[src/rtl/vga_sync_gen.sv]
// VGA raster timing generator running on the divider's pixel clock.
// Stage 1 holds the raw h/v counters; stage 2 registers every output decoded
// from the stage-1 values, so all outputs share one cycle of latency and
// change together on the same edge.
// Timing parameters must give totals of at most 1024 so that the 10-bit
// counters and coordinates hold every position on the raster.
module vga_sync_gen #(
  parameter int unsigned H_ACTIVE = 640,
  parameter int unsigned H_FRONT  = 16,
  parameter int unsigned H_SYNC   = 96,
  parameter int unsigned H_BACK   = 48,
  parameter int unsigned V_ACTIVE = 480,
  parameter int unsigned V_FRONT  = 10,
  parameter int unsigned V_SYNC   = 2,
  parameter int unsigned V_BACK   = 33,
  parameter logic        H_POL    = 1'b0,
  parameter logic        V_POL    = 1'b0
) (
  input  logic       clock,
  input  logic       reset,
  output logic       hsync,
  output logic       vsync,
  output logic       video_on,
  output logic [9:0] pixel_x,
  output logic [9:0] pixel_y,
  output logic       line_start,
  output logic       frame_start,
  output logic       vblank_start
);

  localparam int unsigned H_TOTAL = H_ACTIVE + H_FRONT + H_SYNC + H_BACK;
  localparam int unsigned V_TOTAL = V_ACTIVE + V_FRONT + V_SYNC + V_BACK;

  // 10-bit decode constants; the sync window is [start, end).
  localparam logic [9:0] H_LAST  = 10'(H_TOTAL - 1);
  localparam logic [9:0] V_LAST  = 10'(V_TOTAL - 1);
  localparam logic [9:0] H_ACT   = 10'(H_ACTIVE);
  localparam logic [9:0] V_ACT   = 10'(V_ACTIVE);
  localparam logic [9:0] H_SS    = 10'(H_ACTIVE + H_FRONT);
  localparam logic [9:0] H_SE    = 10'(H_ACTIVE + H_FRONT + H_SYNC);
  localparam logic [9:0] V_SS    = 10'(V_ACTIVE + V_FRONT);
  localparam logic [9:0] V_SE    = 10'(V_ACTIVE + V_FRONT + V_SYNC);

  logic [9:0] h_cnt;
  logic [9:0] v_cnt;

  logic hsync_d;
  logic vsync_d;
  logic video_on_d;
  logic line_start_d;
  logic frame_start_d;
  logic vblank_start_d;

  // Stage 1: raster counters; v advances only when h wraps.
  always_ff @(posedge clock) begin
    if (reset) begin
      h_cnt <= '0;
      v_cnt <= '0;
    end else if (h_cnt == H_LAST) begin
      h_cnt <= '0;
      if (v_cnt == V_LAST) begin
        v_cnt <= '0;
      end else begin
        v_cnt <= v_cnt + 10'd1;
      end
    end else begin
      h_cnt <= h_cnt + 10'd1;
    end
  end

  // Decode of the stage-1 position into next output values.
  always_comb begin
    video_on_d     = (h_cnt < H_ACT) && (v_cnt < V_ACT);
    hsync_d        = ((h_cnt >= H_SS) && (h_cnt < H_SE)) ? H_POL : ~H_POL;
    vsync_d        = ((v_cnt >= V_SS) && (v_cnt < V_SE)) ? V_POL : ~V_POL;
    line_start_d   = (h_cnt == 10'd0);
    frame_start_d  = (h_cnt == 10'd0) && (v_cnt == 10'd0);
    vblank_start_d = (h_cnt == 10'd0) && (v_cnt == V_ACT);
  end

  // Stage 2: register every output so nothing depends combinationally on inputs.
  always_ff @(posedge clock) begin
    if (reset) begin
      hsync        <= ~H_POL;
      vsync        <= ~V_POL;
      video_on     <= 1'b0;
      pixel_x      <= '0;
      pixel_y      <= '0;
      line_start   <= 1'b0;
      frame_start  <= 1'b0;
      vblank_start <= 1'b0;
    end else begin
      hsync        <= hsync_d;
      vsync        <= vsync_d;
      video_on     <= video_on_d;
      pixel_x      <= h_cnt;
      pixel_y      <= v_cnt;
      line_start   <= line_start_d;
      frame_start  <= frame_start_d;
      vblank_start <= vblank_start_d;
    end
  end

endmodule
[config.mk]
export PLATFORM = sky130hd
export DESIGN_NAME = vga_sync_gen
export DESIGN_NICKNAME = d
export VERILOG_FILES = /design/src/rtl/vga_sync_gen.sv
export SDC_FILE = /design/constraint.sdc
export NUM_CORES = 1
export LEC_CHECK = 0
export CAP_MARGIN = 20
export CORE_MARGIN = 8
export CORE_UTILIZATION = 30
export CTS_CLUSTER_DIAMETER = 60
export CTS_CLUSTER_SIZE = 25
export DETAILED_ROUTE_END_ITERATION = 12
export PLACE_DENSITY = 0.58
export REMOVE_ABC_BUFFERS = 1
export SYNTH_ARGS = -nofsm -noshare
export SYNTH_HDL_FRONTEND = slang
export SYNTH_SLANG_ARGS = --single-unit
[constraint.sdc]
create_clock -name clock -period 1.7 [get_ports clock]
set_clock_uncertainty 0.2 [all_clocks]
set_input_delay 0.34 -clock clock [delete_from_list [all_inputs] [get_ports clock]]
set_output_delay 0.34 -clock clock [all_outputs]
set_load 0.03 [all_outputs]
==> Flow_metrics.wiki <==
{| class="wikitable"
! Metric !! Value
|-
| Count of routing violations after the opening detailed-route iteration || 43
|-
| Average footprint of a synthesized cell || roughly 10 um^2
|-
| Reg clk slew, reported paths || 0.08 ns
|-
| TritonCTS Buffers || 5
|-
| TritonCTS clock tree || done
|-
| Hold Vio Cnt, Final || 0
|-
| Number of violations of the max-capacitance limit || 0
|-
| IR Drop Worst-Case VDD || ~310 uV
|-
| Number of antenna violations at the first check in global routing || 0
|-
| Setup repair after global routing missed its margin || yes
|-
| Number of sinks on the clock net || 46
|-
| Overall power consumption || ~2000 uW
|-
| Number of port buffers || 27
|-
| Hold slack || ~0.33 ns
|-
| Crit Path Class || reg2reg
|-
| Pin count of the biggest net entering global routing || 19
|-
| Vertical die dimension || roughly 90 um
|-
| Antenna-violating nets left || 0
|-
| Drc violations || 0
|-
| Ratio of cells with drive above 1 in the final layout || between 30% and 40%
|-
| Total core area || 5820 um^2
|-
| Netlist Area Pre-Place || between 1500 and 2000 um^2
|-
| Detailed Place HPWL || 2650 um
|-
| Clock insertion delay at the later pin of the skew report || approximately 0.29 ns
|-
| Part of the cycle the worst path needs || 99.8%
|-
| Number of vias in the routed layout || approximately 1400
|-
| Time the final worst path needs with I/O delays and setup || 1.70 ns
|-
| Cell Pwr Density || between 800 and 900 nW/um^2
|-
| Count of final max-slew check failures || 0
|-
| Yosys warnings || 0
|-
| Number of antenna diodes || 0
|-
| Number of top-level pins || 28
|-
| H-Tree Depth || 2
|-
| Mapped Cells || about 180
|-
| Post-synthesis sequential area ratio || ~52%
|-
| Setup crit start kind || register
|-
| Die outline width || roughly 90 um
|-
| Global-route wire length before repair || 6180 um
|-
| Area of the die || ~8600 um^2
|-
| Worst Path Required || 1.69 ns
|-
| Root Driver || clkbuf_8
|-
| Arrival time of the worst setup path || between 1.5 and 2 ns
|-
| RePlAce Congestion || 0.782
|-
| Largest incremental delay on the critical path || 0.54 ns
|-
| Via count of the first global-routing pass || 1305
|-
| Max FO, Critical Path || 5
|-
| Leakage || approximately 0.0011 uW
|-
| Layout Nets || approximately 240
|-
| Worst path cell trace || or4_4 -> nor2_4 -> a31o_1 -> buf_6 -> a21oi_2
|-
| Area overhead of the layout relative to synthesis || 42.2%
|-
| Post-synthesis register bit count || 46
|-
| Class of the worst hold path || reg2reg
|-
| Detailed Routing Iterations Pass 1 || 4
|-
| Overflow left after global routing || 0
|-
| Worst-case headroom to the max-slew limit || between 70% and 80%
|-
| Upper clock frequency limit || 590 MHz
|-
| Least-Margin Pin Slew || 0.371 ns
|-
| Total length of routed wires || ~3700 um
|-
| Total number of placement rows || 28
|-
| Status || finished, final reports clean
|-
| Crit end category || register
|-
| CTS Hold Bufs || 0
|-
| Final count of negative-setup-slack endpoints || 0
|-
| Cell at the slowest stage of the critical path || or4_4
|-
| Total global-route track usage || between 8 and 9%
|-
| Post-synthesis cell type count || 31
|-
| Number of buffers on the longest clock path || 2
|-
| Average via count per standard cell || between 4 and 5
|-
| Starting Density || between 30% and 40%
|-
| Post-DR wirelength/cell || between 10 and 15 um
|}
[stage by stage]
stage	util [%]	worst slack [ns]	cells	area, um^2	setup TNS (ns)
after floorplan	-	-0.234	166	1700	-3.14
after global placement	39.6	-0.182	298	2300	-2.22
after detailed placement	39.6	-0.214	298	2300	-2.71
after CTS	41.6	0.00467	307	2420	0
after global routing	43.1	-0.0664	311	2510	-0.485
final	43.1	0.00392	311	2510	0
[flip-flops by register name, summed over array words and instances (netlist names)]
register,count
line_start,1
hsync,1
vsync,1
pixel_x,10
vblank_start,1
video_on,1
pixel_y,10
frame_start,1
h_cnt,10
v_cnt,10
[what timing repair did]
action | in CTS | in global routing
buffers inserted | 1 | 4
cloned | 0 | 0
pin swaps | 4 | 8
endpoints found under the setup margin | 45 | 12
resized for setup | 36 | 15
[area by class of cell]
cell class	instances	area [um^2]
inverter	5	18.8
fill	598	3310
multi-input combinational	115	842
clock buffer	5	68.8
timing repair buffer	62	520
tap	75	93.8
sequential	46	925
clock inverter	3	40.0
[final timing paths]
kind | start | endpoint | depth (start not counted) | slack, ns
min | v_cnt[0] | pixel_y[0] | 2 | 0.33
max | v_cnt[5] | v_cnt[4] | 5 | 0.004
min reg2reg | v_cnt[0] | pixel_y[0] | 2 | 0.33
max reg2reg | v_cnt[5] | v_cnt[4] | 5 | 0.004
[critical path, delay by kind of cell (launching register included)]
family                 cells  cell delay (ns)
AND/OR/NAND/NOR            2             0.67
flip-flops                 1             0.33
AO/OA/AOI/OAI              2             0.24
buffers and inverters      1             0.15
[per-layer routing]
layer	track usage, %	share of wire (%)
met1	10.6	47
met2	14.2	46
met3	2.99	5.1
met4	4.43	1.7
met5	0	0
[cells in the final DEF, fill, tap and decap left out, types with 2 or more instances in the layout]
cell type and instances:
nor2b_1 17, nor2_2 9, clkbuf_8 5, dfxtp_1 43, xnor2_1 6, o21ai_0 6
dlygate4sd2_1 26, inv_2 2, dfxtp_2 3, nand2_1 7, ha_4 2, nand3_1 4
and4_1 3, nand4_1 6, inv_1 3, nor3_1 3, buf_6 2, a21oi_2 5
nor2_4 2, buf_4 32, ha_1 2, clkinv_2 2, or3_1 5, xor2_1 6
and3_1 4, nor2_1 14
[synthesized netlist by cell type (all sizes together)]
master / number / area, um^2
buf: 5 / 50.0
and4: 4 / 35.0
ha: 4 / 50.1
mux2i: 1 / 10.0
xnor2: 6 / 52.6
a21oi: 5 / 43.8
dfxtp: 46 / 921
inv: 5 / 18.8
nor3: 4 / 31.3
o21ai: 6 / 30.0
clkbuf: 4 / 15.0
xor2: 6 / 52.6
and2: 1 / 6.26
nor2: 25 / 111
nor4: 2 / 18.8
a31o: 1 / 8.76
nor2b: 17 / 106
nor4b: 1 / 8.76
or3: 5 / 31.3
or2: 1 / 6.26
nand2: 8 / 30.0
or4: 1 / 7.51
nand4: 7 / 58.8
nand4b: 1 / 8.76
nand3: 4 / 20.0
and3: 5 / 31.3
[kinds of logic (layout without fill, tap and decap cells)]
group	after synthesis	in the layout	synth area share, %
AND/OR/NAND/NOR	86	86	29.0
flip-flops	46	46	52.2
buffers and inverters	14	75	4.75
AO/OA/AOI/OAI	12	12	4.68
XOR/XNOR	12	12	5.96
adder cells (fa/ha/maj)	4	4	2.84
multiplexers	1	1	0.567
[power breakdown]
group / total [uW] / switching [uW] / internal [uW]
registers: 1100 / 8.05 / 1090
logic: 138 / 77.0 / 60.9
clock network: 789 / 356 / 433
total: 2030 / 441 / 1590
No activity file was read; power rests on OpenSTA's default activity.
